==> src/rtl/time_uart_reporter_if.sv <==
// ---------------------------------------------------------------------------
// time_uart_reporter_if
//   Byte-level link between the time reporter and a UART transmitter.
//
//   Handshake semantics: the master asserts tx_start for exactly one cycle
//   with tx_data valid in that same cycle. tx_data is held stable afterwards
//   until the next tx_start. The slave answers with a one-cycle tx_done pulse
//   once the byte has left the line. The master issues no new tx_start until
//   it has seen tx_done for the previous byte.
//
//   Signals:
//     tx_data   [7:0]  byte to transmit           (master -> slave)
//     tx_start         one-cycle start pulse      (master -> slave)
//     tx_done          one-cycle completion pulse (slave -> master)
// ---------------------------------------------------------------------------
interface time_uart_reporter_if;
  logic [7:0] tx_data;
  logic       tx_start;
  logic       tx_done;

  modport master (
    output tx_data,
    output tx_start,
    input  tx_done
  );

  modport slave (
    input  tx_data,
    input  tx_start,
    output tx_done
  );
endinterface

==> src/rtl/time_uart_reporter.sv <==
// ---------------------------------------------------------------------------
// time_uart_reporter
//   Snapshots the displayed time and sends it to a byte UART transmitter as a
//   15-byte ASCII frame: tag, ' ', "HH:MM:SS.CC", CR, LF.
//   A frame is requested by a one-cycle i_send pulse, or automatically while
//   i_auto is high whenever i_sec changes. A request that arrives while a
//   frame is in flight is remembered (one deep) and served afterwards.
//
//   Ports:
//     clk        system clock
//     reset      asynchronous active-low reset
//     i_send     one-cycle report request
//     i_auto     level; enables a report on every change of i_sec
//     i_mode     tag select: 0 = watch (TAG_WATCH), 1 = stopwatch (TAG_STOP)
//     i_msec     centiseconds 0..99 (larger values saturate to 99)
//     i_sec      seconds 0..59      (larger values saturate to 59)
//     i_min      minutes 0..59      (larger values saturate to 59)
//     i_hour     hours 0..23        (larger values saturate to 23)
//     tx         byte link to the UART TX (master side)
//     o_busy     high from frame acceptance until the last tx_done
//     o_done     one-cycle pulse after the LF byte has completed
//     dbg_state  current FSM state (IDLE=0 LOAD=1 SEND=2 WAIT=3 FIN=4)
// ---------------------------------------------------------------------------
module time_uart_reporter #(
  parameter logic [7:0] TAG_WATCH = 8'h57,
  parameter logic [7:0] TAG_STOP  = 8'h53
) (
  input  logic                        clk,
  input  logic                        reset,
  input  logic                        i_send,
  input  logic                        i_auto,
  input  logic                        i_mode,
  input  logic [6:0]                  i_msec,
  input  logic [5:0]                  i_sec,
  input  logic [5:0]                  i_min,
  input  logic [4:0]                  i_hour,
  time_uart_reporter_if.master        tx,
  output logic                        o_busy,
  output logic                        o_done,
  output logic [2:0]                  dbg_state
);

  typedef enum logic [2:0] {
    S_IDLE = 3'd0,
    S_LOAD = 3'd1,
    S_SEND = 3'd2,
    S_WAIT = 3'd3,
    S_FIN  = 3'd4
  } state_t;

  localparam logic [3:0] LAST_IDX = 4'd14;

  state_t      state, state_nx;
  logic [3:0]  idx, idx_nx;
  logic        pending, pending_nx;
  logic        snap_en;
  logic [5:0]  sec_q;
  logic        trigger;

  // Snapshot of the frame contents, already in ASCII.
  logic [7:0]  tag_q;
  logic [15:0] hour_a, min_a, sec_a, msec_a;

  logic [7:0]  tx_data_q;
  logic [7:0]  byte_sel;

  // Saturated inputs, widened to a common width for the digit converter.
  logic [6:0]  msec_sat, sec_sat, min_sat, hour_sat;

  // Two ASCII digits (tens, ones) of a value 0..99.
  function automatic logic [15:0] to_ascii2(input logic [6:0] v);
    logic [6:0] tens;
    logic [6:0] ones;
    tens = v / 7'd10;
    ones = v % 7'd10;
    return {8'h30 + {1'b0, tens}, 8'h30 + {1'b0, ones}};
  endfunction

  always_comb begin
    msec_sat = (i_msec > 7'd99) ? 7'd99 : i_msec;
    sec_sat  = (i_sec  > 6'd59) ? 7'd59 : {1'b0, i_sec};
    min_sat  = (i_min  > 6'd59) ? 7'd59 : {1'b0, i_min};
    hour_sat = (i_hour > 5'd23) ? 7'd23 : {2'b00, i_hour};
  end

  // Manual request and auto request merge into a single trigger, so both in
  // the same cycle count once.
  assign trigger = i_send | (i_auto & (i_sec != sec_q));

  // Next-state, index and pending logic.
  always_comb begin
    state_nx   = state;
    idx_nx     = idx;
    pending_nx = pending;
    snap_en    = 1'b0;
    case (state)
      S_IDLE: begin
        if (trigger || pending) begin
          state_nx   = S_LOAD;
          snap_en    = 1'b1;
          pending_nx = 1'b0;
        end
      end
      S_LOAD: begin
        idx_nx   = 4'd0;
        state_nx = S_SEND;
        if (trigger) pending_nx = 1'b1;
      end
      S_SEND: begin
        state_nx = S_WAIT;
        if (trigger) pending_nx = 1'b1;
      end
      S_WAIT: begin
        if (tx.tx_done) begin
          if (idx == LAST_IDX) begin
            state_nx = S_FIN;
          end else begin
            idx_nx   = idx + 4'd1;
            state_nx = S_SEND;
          end
        end
        if (trigger) pending_nx = 1'b1;
      end
      S_FIN: begin
        // A trigger landing in FIN is served straight away.
        if (trigger || pending) begin
          state_nx   = S_LOAD;
          snap_en    = 1'b1;
          pending_nx = 1'b0;
        end else begin
          state_nx = S_IDLE;
        end
      end
      default: begin
        state_nx = S_IDLE;
      end
    endcase
  end

  // Byte for the index about to be sent. The snapshot is taken on entry to
  // LOAD, so it is already valid when LOAD hands over to the first SEND.
  always_comb begin
    byte_sel = 8'h00;
    case (idx_nx)
      4'd0:    byte_sel = tag_q;
      4'd1:    byte_sel = 8'h20;
      4'd2:    byte_sel = hour_a[15:8];
      4'd3:    byte_sel = hour_a[7:0];
      4'd4:    byte_sel = 8'h3A;
      4'd5:    byte_sel = min_a[15:8];
      4'd6:    byte_sel = min_a[7:0];
      4'd7:    byte_sel = 8'h3A;
      4'd8:    byte_sel = sec_a[15:8];
      4'd9:    byte_sel = sec_a[7:0];
      4'd10:   byte_sel = 8'h2E;
      4'd11:   byte_sel = msec_a[15:8];
      4'd12:   byte_sel = msec_a[7:0];
      4'd13:   byte_sel = 8'h0D;
      4'd14:   byte_sel = 8'h0A;
      default: byte_sel = 8'h00;
    endcase
  end

  always_ff @(posedge clk or negedge reset) begin
    if (!reset) begin
      state   <= S_IDLE;
      idx     <= 4'd0;
      pending <= 1'b0;
      sec_q   <= 6'd0;
    end else begin
      state   <= state_nx;
      idx     <= idx_nx;
      pending <= pending_nx;
      sec_q   <= i_sec;
    end
  end

  always_ff @(posedge clk or negedge reset) begin
    if (!reset) begin
      tag_q  <= 8'h00;
      hour_a <= 16'h0000;
      min_a  <= 16'h0000;
      sec_a  <= 16'h0000;
      msec_a <= 16'h0000;
    end else if (snap_en) begin
      tag_q  <= i_mode ? TAG_STOP : TAG_WATCH;
      hour_a <= to_ascii2(hour_sat);
      min_a  <= to_ascii2(min_sat);
      sec_a  <= to_ascii2(sec_sat);
      msec_a <= to_ascii2(msec_sat);
    end
  end

  // tx_data changes only when entering SEND and holds in between.
  always_ff @(posedge clk or negedge reset) begin
    if (!reset) begin
      tx_data_q <= 8'h00;
    end else if (state_nx == S_SEND) begin
      tx_data_q <= byte_sel;
    end
  end

  assign tx.tx_data  = tx_data_q;
  assign tx.tx_start = (state == S_SEND);
  assign o_busy      = (state == S_LOAD) || (state == S_SEND) || (state == S_WAIT);
  assign o_done      = (state == S_FIN);
  assign dbg_state   = state;

endmodule

==> src/flat_wrapper.sv <==
// flat-port wrapper written by rule: the top's interface ports become plain ports
module time_uart_reporter_flat 
#(
  parameter logic [7:0] TAG_WATCH = 8'h57,
  parameter logic [7:0] TAG_STOP  = 8'h53
)
  (clk, reset, i_send, i_auto, i_mode, i_msec, i_sec, i_min, i_hour, o_busy, o_done, dbg_state, tx_tx_data, tx_tx_start, tx_tx_done);
  time_uart_reporter_if tx_i ();
  input  logic clk;
  input  logic reset;
  input  logic i_send;
  input  logic i_auto;
  input  logic i_mode;
  input  logic [6:0] i_msec;
  input  logic [5:0] i_sec;
  input  logic [5:0] i_min;
  input  logic [4:0] i_hour;
  output logic o_busy;
  output logic o_done;
  output logic [2:0] dbg_state;
  output wire logic [$bits(tx_i.tx_data)-1:0] tx_tx_data;
  output wire logic [$bits(tx_i.tx_start)-1:0] tx_tx_start;
  input wire logic [$bits(tx_i.tx_done)-1:0] tx_tx_done;
  assign tx_tx_data = tx_i.tx_data;
  assign tx_tx_start = tx_i.tx_start;
  assign tx_i.tx_done = tx_tx_done;
  time_uart_reporter #(.TAG_WATCH(TAG_WATCH), .TAG_STOP(TAG_STOP)) u_core (.clk(clk), .reset(reset), .i_send(i_send), .i_auto(i_auto), .i_mode(i_mode), .i_msec(i_msec), .i_sec(i_sec), .i_min(i_min), .i_hour(i_hour), .tx(tx_i), .o_busy(o_busy), .o_done(o_done), .dbg_state(dbg_state));
endmodule
==> config.mk <==
export PLATFORM = sky130hd
export DESIGN_NAME = time_uart_reporter_flat
export DESIGN_NICKNAME = d
export VERILOG_FILES = /design/src/rtl/time_uart_reporter_if.sv /design/src/rtl/time_uart_reporter.sv /design/src/flat_wrapper.sv
export SDC_FILE = /design/constraint.sdc
export NUM_CORES = 1
export LEC_CHECK = 0
export ABC_AREA = 1
export CORE_ASPECT_RATIO = 1.1
export CORE_MARGIN = 5
export CORE_UTILIZATION = 41
export CTS_BUF_LIST = sky130_fd_sc_hd__clkbuf_16
export DETAILED_ROUTE_END_ITERATION = 8
export SLEW_MARGIN = 20
export SYNTH_ARGS = -nofsm -noshare
export SYNTH_HDL_FRONTEND = slang
export SYNTH_SLANG_ARGS = --single-unit
==> constraint.sdc <==
create_clock -name clk -period 3.6 [get_ports clk]
set_input_delay 0.54 -clock clk [delete_from_list [all_inputs] [get_ports clk]]
set_output_delay 0.54 -clock clk [all_outputs]
set_load 0.01 [all_outputs]
; Word-level counts from Yosys, hierarchy flattened
; Index checks and enable logic that the tools add are counted.
[classes]
div_mod_pow = 8
n_addsub = 9
n_reduce_logical = 10
n_bitwise = 2
magnitude_cmp = 4
n_eq_ne = 23
mux = 19
[op_table]
columns = cell, n
row1 = $pmux W8 S14, 1
row2 = $add A6 B7 Y8 const A, 8
row3 = $eq A4 B4 Y1 const B, 8
row4 = $div A7 B4 Y7 const B, 4
row5 = $mod A7 B4 Y7 const B, 4
row6 = $eq A4 B3 Y1 const B, 4
row7 = $pmux W3 S5, 1
row8 = $gt A6 B6 Y1 const B, 2
row9 = $mux W3, 4
row10 = $mux W6, 2
row11 = $eq A3 B2 Y1 const B, 3
row12 = $eq A4 B2 Y1 const B, 2
row13 = $mux W4, 2
row14 = $pmux W4 S2, 1
row15 = $gt A7 B7 Y1 const B, 1
row16 = $mux W7, 1
row17 = $ne A6 B6 Y1, 1
row18 = $gt A5 B5 Y1 const B, 1
row19 = $mux W1, 5
row20 = $mux W5, 1
row21 = $add A4 B1 Y4 const B, 1
row22 = $eq A4 B1 Y1 const B, 1
row23 = $logic_not A4 Y1, 1
row24 = $ne A2 B1 Y1 const B, 2
row25 = other kinds (11), 14
[totals]
out_inout_bits = 14
input_bits = 30
ff_bits = 94
word_cells = 85

; Depth between registers and ports, before layout
; Gate-level depths: netlist of run 1.
[depth]
depth_word = 7
depth_mapped = 33
ltp_nobuf = 33

; Worst setup path after synthesis of run 1
; Ideal clock, no wire load.
[synth_path]
kind = input-to-reg
from = input port i_msec[6]
to = register u_core.msec_a[6]
cell_stages = 29
setup_ns = 0.118
slack_ns = 0.066
arrival_ns = 3.416
required_ns = 3.482
cell_sequence = nand2_1 nand2_1 inv_1 ha_1 o21ai_2 nand2_1 nand2_2 inv_1 ha_1 nor2_4 nand2_2 nand2_4 nand2_4 nand2_1 nand3_2 nand2_4 nand4_1 nand2_1 inv_1 ha_1 inv_1 nand3_2 nand3_2 nand3_2 ha_1 inv_1 nand2_1 nand3_1 nand2_1
[synth_between]
elab_chain_cells = 4
[synth_lines]
columns = element, line
row1 = "start, declared", flat_wrapper.sv:14  ; input logic [6:0] i_msec;
row2 = $gt A7 B7 Y1, time_uart_reporter.sv:80  ; msec_sat = (i_msec > 7'd99) ? 7'd99 : i_msec;
row3 = $mux W7 *, time_uart_reporter.sv:80
row4 = $mod A7 B4 Y7 *, time_uart_reporter.sv:75  ; ones = v % 7'd10;
row5 = $add A6 B7 Y8 *, time_uart_reporter.sv:76  ; return {8'h30 + {1'b0, tens}, 8'h30 + {1'b0, ones}};
row6 = "end signal, assigned", time_uart_reporter.sv:190  ; msec_a <= to_ascii2(msec_sat);
row7 = "end, declared", time_uart_reporter.sv:62  ; logic [15:0] hour_a, min_a, sec_a, msec_a;
; Every way passes the cells marked *; elsewhere a longest branch is shown, timed or not.
; A chain may end at the register's enable or synchronous reset.

; Worst setup path after layout of run 1
[layout_path]
from = input port i_msec[5]
to = register u_core.msec_a[6]
; The elaborated chain is that of the path after synthesis.

==> out/metrics.csv, run 1 <==
metric,value,unit
max_stage_delay,0.18,ns
cts-root-buf,clkbuf_16,
vias,4839,
drc,0,
maxCapViolations,0,
async_reset_ff_share,100.0,%
syn_nets,747,
syn_area_per_cell,7.084,um^2
overflow,0,
finalSetupViolCount,0,
yosysTopAreaCell,dfrtp_1,
synth.area.top_cells,"dfrtp_1 (35%), nand2_1 (14%), inv_1 (7.3%), ha_1 (5.6%), nand3_1 (4.1%)",
max_clock_freq,0.3035,GHz
tightest_slew,0.7274,ns
slowest_stage,ha_2,
p_leak,3.367,nW
netlist_top_cells_count,"nand2_1 (188), inv_1 (96), dfrtp_1 (68), nor2_1 (49), nand3_1 (40)",
grt_use_total,18.00,%
ys_seq_area_share,34.56,%
n_fill_cell,1177,
wl_met3,408,um
end_kind,register,
wirelength,12600,um
p_clk_share,22.3,%
post-route-period-util,91.52,%
synth.cell_area,4923,um^2
clk_latency,0.33,ns
rsz0062_at_grt,no,
first_global_vias,4743,
nets,855,
syn_to_final_growth,28.56,%
drt_pre_antenna_iters,5,
cts.reportedPaths.clkPinSlew,0.05,ns
ir_drop,0.3167,mV
power_switching,1.614,mW
n_antenna_cell,0,
combPwrFrac,46.0,%
fin_skew,0.006082,ns
drtIter0Drc,218,
hold_viol_final,0,
grt_max_degree,51,
coreArea,11930,um^2
cts_buffers,9,
p_sw_share,39.62,%
ys_types,45,
crit_type,in -> reg,
initial_core_util,41.27,%
drv_slew,0,
hold_ws,0.2559,ns
fin_util,53.06,%
antenna_left,0,
fin_crit,3.295,ns
startpoint_type,input pin,
vias_per_cell,5.035,
die_x,114.5,um
met2_wirelength,6155,um
required,3.82,ns
cp_max_fo,5,
p_int,2.459,mW
dp_hpwl,10120,um
port_buffers,43,
drive_above_1_share,19.21,%
cellPowerDensity,643.4,nW/um^2
antenna_found_initial,0,
finalPower,4.073,mW
wl_per_cell,13.11,um
instances_no_fill,961,
multiInputGateArea,2773,um^2
cts_max_level,3,
synth-main-ff-cell,dfrtp_1,
hold_path_class,in -> async,
worst-endpoint-arrival,3.51,ns
placed_cells,941,
fin_ws,0.3053,ns
rows,42,
register_area,1702,um^2
gp_congestion,0.8615,
relSlewSlack,51.51,%
grt_pass1_wl,21230,um
yosys.cell_count.top_type,nand2_1,
cts_sinks,68,
pre_cts_ws,-0.4253,ns
seqPwrFrac,31.7,%
wl_met1,5672,um
status,completed,
netlist_instances,695,
topRoutingLayerUsed,met4,
cts_tree,built,
chipHeight,124.9,um
hold_buffers,0,
yosysTopAreaCellShare,34.56,%
die_area,14300,um^2
synth_edf_count,0,
yosys_warnings,0,
synth-seq-cells,68,
ios,44,
cts_buffer_depth,2,
worst_path_most_repeated_cell,nand2_1,
==> power groups by stage <==
stage / Combinational, mW / Sequential, mW / Clock (mW)
floorplan: 1.20 / 1.24 / 0
global placement: 1.83 / 1.29 / 0
detailed placement: 1.86 / 1.30 / 0
CTS: 1.87 / 1.29 / 0.923
global route: 2.12 / 1.32 / 0.951
finish: 1.87 / 1.29 / 0.909
==> critical path, delay by kind of cell <==
kind                     cells  cell delay (ns)
buffers and inverters        7             0.63
adder cells (fa/ha/maj)      4             0.69
AO/OA/AOI/OAI                1             0.06
AND/OR/NAND/NOR             20             1.58
==> per-layer routing <==
layer  vias up  track usage (%)
met5         -                0
met4         0            7.477
met3        27            2.900
met2        76            31.07
met1      2224            22.04
li1       2512                -
==> logic make-up after synthesis <==
kind of cell	after synthesis	synth area share [%]
buffers and inverters	125	9.631
AND/OR/NAND/NOR	354	34.28
AO/OA/AOI/OAI	118	14.51
XOR/XNOR	8	1.423
flip-flops	68	34.56
adder cells (fa/ha/maj)	22	5.591
==> final cells by class <==
type | count | share of cell area [%]
clock buffer | 9 | 3.558
clock inverter | 6 | 1.265
inverter | 112 | 6.661
multi-input combinational | 502 | 43.80
sequential | 68 | 26.88
tap | 154 | 3.044
timing repair buffer | 110 | 14.79
==> metrics by stage <==
stage               setup TNS (ns)  instance area (um^2)
floorplan                        0                  4923
global placement           -0.7302                  5954
detailed placement          -2.072                  5954
CTS                              0                  6300
global route                     0                  6330
finish                           0                  6330
==> final timing paths <==
check / to / depth (start not counted) / slack [ns] / startpoint
setup / recovery: u_core.msec_a[6]$_DFFE_PN0P_ / 32 / 0.31 / i_msec[5]
hold / removal: u_core.sec_q[4]$_DFF_PN0_ / 1 / 0.26 / reset
setup reg to reg: u_core.tx.tx_data[3]$_DFFE_PN0N_ / 15 / 0.85 / u_core.idx[0]$_DFF_PN0_
hold reg to reg: u_core.tx.tx_data[5]$_DFFE_PN0N_ / 1 / 0.48 / u_core.tx.tx_data[5]$_DFFE_PN0N_
max in group asynchronous: u_core.msec_a[4]$_DFFE_PN0P_ / 3 / 2.29 / reset
min in group clk: u_core.tx.tx_data[5]$_DFFE_PN0N_ / 1 / 0.48 / u_core.tx.tx_data[5]$_DFFE_PN0N_
==> sequential cells by signal, summed over array words and instances (netlist names) <==
signal             count
u_core.hour_a         10
u_core.idx             4
u_core.min_a          12
u_core.sec_q           6
u_core.msec_a         12
u_core.tx.tx_data      8
u_core.tag_q           1
u_core.sec_a          11
u_core.pending         1
u_core.dbg_state       3
==> cell usage in the layout, fill, tap and decap left out, drive strengths merged, types with 3 or more instances in the layout <==
| cell | Yosys | routed |
|---|---|---|
| a21o | 3 | 3 |
| buf | 4 | 68 |
| xor2 | 8 | 8 |
| nand3 | 52 | 52 |
| dlymetal6s2s | 0 | 3 |
| dfrtp | 68 | 68 |
| nand3b | 3 | 3 |
| o21ai | 50 | 50 |
| ha | 22 | 22 |
| clkinv | 3 | 6 |
| a21oi | 21 | 21 |
| nor2 | 54 | 54 |
| a31oi | 9 | 9 |
| nor3 | 8 | 8 |
| nor4 | 3 | 3 |
| a211oi | 3 | 3 |
| clkbuf | 9 | 9 |
| clkdlybuf4s50 | 0 | 39 |
| inv | 109 | 109 |
| a221oi | 12 | 12 |
| nand2 | 209 | 209 |
| o22ai | 12 | 12 |
| nand4 | 22 | 22 |
==> timing repair <==
item	CTS	global route
setup buffers	3	2
pin swaps	8	6
gates resized for setup	7	8
setup endpoints to repair	2	7
No activity file was read; power rests on OpenSTA's default activity.
==> run 2, diff against run 1 <==
ABC_AREA = not set   (was 1)
GPL_TIMING_DRIVEN = 0   (was not set)
==> out/metrics.csv, run 2 <==
metric,value,unit
cts_buffers,9,
yosys.cell_count.top_type,nand2_1,
fin_crit,4.143,ns
crit_buf_inv,5,
yosys_warnings,0,
ys_seq_area_share,32.58,%
placed_cells,845,
fin_ws,-0.5432,ns
synth.area.top_cells,"dfrtp_1 (33%), nand2_1 (6.6%), o21ai_0 (5.8%), ha_1 (5.3%), a21oi_1 (3.3%)",
fin_skew,0.008767,ns
vias_per_cell,5.715,
slowest_stage,or4_1,
grt_pass1_wl,24860,um
required,3.87,ns
ios,44,
synth-seq-cells,68,
rows,43,
n_antenna_cell,0,
cts.reportedPaths.clkPinSlew,0.05,ns
p_leak,2.899,nW
die_area,15100,um^2
maxCapViolations,0,
ir_drop,0.3832,mV
crit_type,in -> reg,
finalSetupViolCount,5,
hold_path_class,in -> async,
port_buffers,41,
chipHeight,128.4,um
cp.depth,23,
nets,780,
grt_max_degree,40,
max_stage_delay,0.47,ns
multiInputGateArea,3473,um^2
syn_to_final_growth,26.86,%
yosysTopAreaCellShare,32.58,%
netlist_instances,646,
tightest_slew,0.8933,ns
cp_max_fo,5,
r2r-start,u_core.dbg_state[0]$_DFF_PN0_,
synth_edf_count,0,
drv_slew,0,
first_global_vias,4982,
coreArea,12540,um^2
status,"complete, but fails checks",
max_clock_freq,0.2414,GHz
critPathLaunch,i_msec[6],
placed_cell_area,5951,um^2
syn_area_per_cell,8.084,um^2
relSlewSlack,39.63,%
initial_core_util,41.66,%
n_fill_cell,1191,
startpoint_type,input pin,
worst_path_most_repeated_cell,ha_4,
hold_viol_final,0,
cellPowerDensity,642.1,nW/um^2
wirelength,14970,um
violations,negative setup slack,
largestRegisters,"u_core.min_a: 12 flops, u_core.msec_a: 12 flops, u_core.sec_a: 11 flops",
cts-root-buf,clkbuf_16,
crit_family,compound AO/OA/AOI/OAI gates,
cts_sinks,68,
worst-endpoint-arrival,4.41,ns
cts_buffer_depth,2,
drive_above_1_share,15.83,%
cts_max_level,3,
die_x,117.6,um
final_cell_mix,"nand2_1 (91), dfrtp_1 (68), o21ai_0 (59)",
rsz0062_at_grt,yes,
vias,5086,
crit_chain,buf_6 -> buf_8 -> nand2_4 -> and2_4 -> ha_4 -> a21o_1 -> a21o_4 -> inv_4 -> ha_4 -> buf_12 -> o41a_1 -> nor2_4 -> o21bai_4 -> xnor2_2 -> buf_4 -> ha_4 -> and3_4 -> a221o_1 -> o21bai_4 -> nand2_1 -> ha_2 -> or4_1 -> nand3_1,
ys_types,79,
async_reset_ff_share,100.0,%
wl_per_cell,16.82,um
synth.cell_area,5223,um^2
instances_no_fill,890,
end_kind,register,
drtIter0Drc,277,
drc,0,
syn_nets,698,
clk_latency,0.34,ns
antenna_found_initial,0,
register_area,1702,um^2
gp_congestion,0.9168,
synth-main-ff-cell,dfrtp_1,
grt_use_total,19.71,%
overflow,0,
netlist_top_cells_count,"nand2_1 (92), dfrtp_1 (68), o21ai_0 (61), nor2_1 (44), a21oi_1 (34)",
fin_area,6625,um^2
yosysTopAreaCell,dfrtp_1,
drt_pre_antenna_iters,5,
dp_hpwl,11250,um
antenna_left,0,
post-route-period-util,115.1,%
cts_tree,built,
mostFrequentLayoutCell,nand2_1,
r2r_cells,12,
[run 2: cell types whose count changed in the layout (fill, tap and decap cells not counted), sizes merged, moves of 14 or more]
cell,change
buf,-28
clkbuf,+29
inv,-77
nand2,-116
nand3,-31
nand4,-16
o21ai,+18
xnor2,+14
[run 2: report_power, final]
part / internal (mW) / switching [mW] / leakage [nW]
Combinational: 0.869 / 1.26 / 1.89
Sequential: 1.05 / 0.218 / 0.865
Clock: 0.531 / 0.324 / 0.139
[run 2: through the flow]
| stage | setup slack [ns] | TNS [ns] | util, % | hold slack [ns] | total power, mW |
|---|---|---|---|---|---|
| floorplan | -0.6911 | -1.875 | - | 0.2444 | 2.614 |
| global placement | -1.498 | -30.14 | 47.33 | 0.4673 | 3.265 |
| detailed placement | -1.519 | -17.67 | 47.47 | 0.4765 | 3.298 |
| CTS | -0.4494 | -0.7806 | 51.65 | 0.1420 | 4.214 |
| global route | -0.7157 | -2.318 | 52.85 | 0.1680 | 4.583 |
| finish | -0.5432 | -1.325 | 52.85 | 0.1369 | 4.254 |
[run 2: worst reg2reg max path: cells and delay by family (launching register included)]
family / cells / cell delay [ns]
AO/OA/AOI/OAI: 6 / 1.32
buffers and inverters: 3 / 0.87
AND/OR/NAND/NOR: 3 / 0.57
flip-flops: 1 / 0.34
[run 2: final timing paths]
check                           slack [ns]                          endpoint
min in group clk                      0.46         u_core.sec_q[3]$_DFF_PN0_
worst min register to register        0.48      u_core.msec_a[8]$_DFFE_PN0P_
worst max-delay path                 -0.54      u_core.msec_a[6]$_DFFE_PN0P_
max in group asynchronous             2.93      u_core.msec_a[4]$_DFFE_PN0P_
worst max register to register        0.39  u_core.tx.tx_data[4]$_DFFE_PN0N_
worst min-delay path                  0.14         u_core.sec_q[0]$_DFF_PN0_
[run 2: what timing repair did]
| item | 4_1_cts | 5_1_grt |
|---|---|---|
| hold buffers | 0 | 0 |
| resized for setup | 32 | 21 |
| endpoints found under the setup margin | 19 | 18 |
| gates cloned | 0 | 0 |
| buffers inserted | 21 | 11 |
| pin swaps | 24 | 20 |
[run 2: metal layers]
| metal | global-route usage (%) | up-vias | part of all wire (%) |
|---|---|---|---|
| met2 | 34.42 | 147 | 48 |
| met4 | 6.950 | 0 | 2.3 |
| met5 | 0 | - | 0 |
| met1 | 24.66 | 2405 | 45 |
| met3 | 3.473 | 23 | 4.8 |
| li1 | - | 2511 | - |
[run 2: area by class of cell]
cell class	count	share of cell area (%)
flip-flops and latches	68	25.68
repair buffers	73	10.22
inverters	32	1.851
multi-input cells	511	52.43
plain buffers	33	2.436
clock buffers	9	3.399
well taps	157	2.965
clock inverters	7	1.020
[run 2: cell families (layout without fill, tap and decap cells)]
family | after synthesis | count (layout) | share of synthesized area [%]
compound gates | 216 | 216 | 28.17
simple gates | 235 | 235 | 21.83
flops | 68 | 68 | 32.58
xor+xnor | 24 | 24 | 4.169
mux | 13 | 13 | 2.707
fa+ha+maj | 23 | 23 | 5.462
buf+inv | 67 | 154 | 5.079
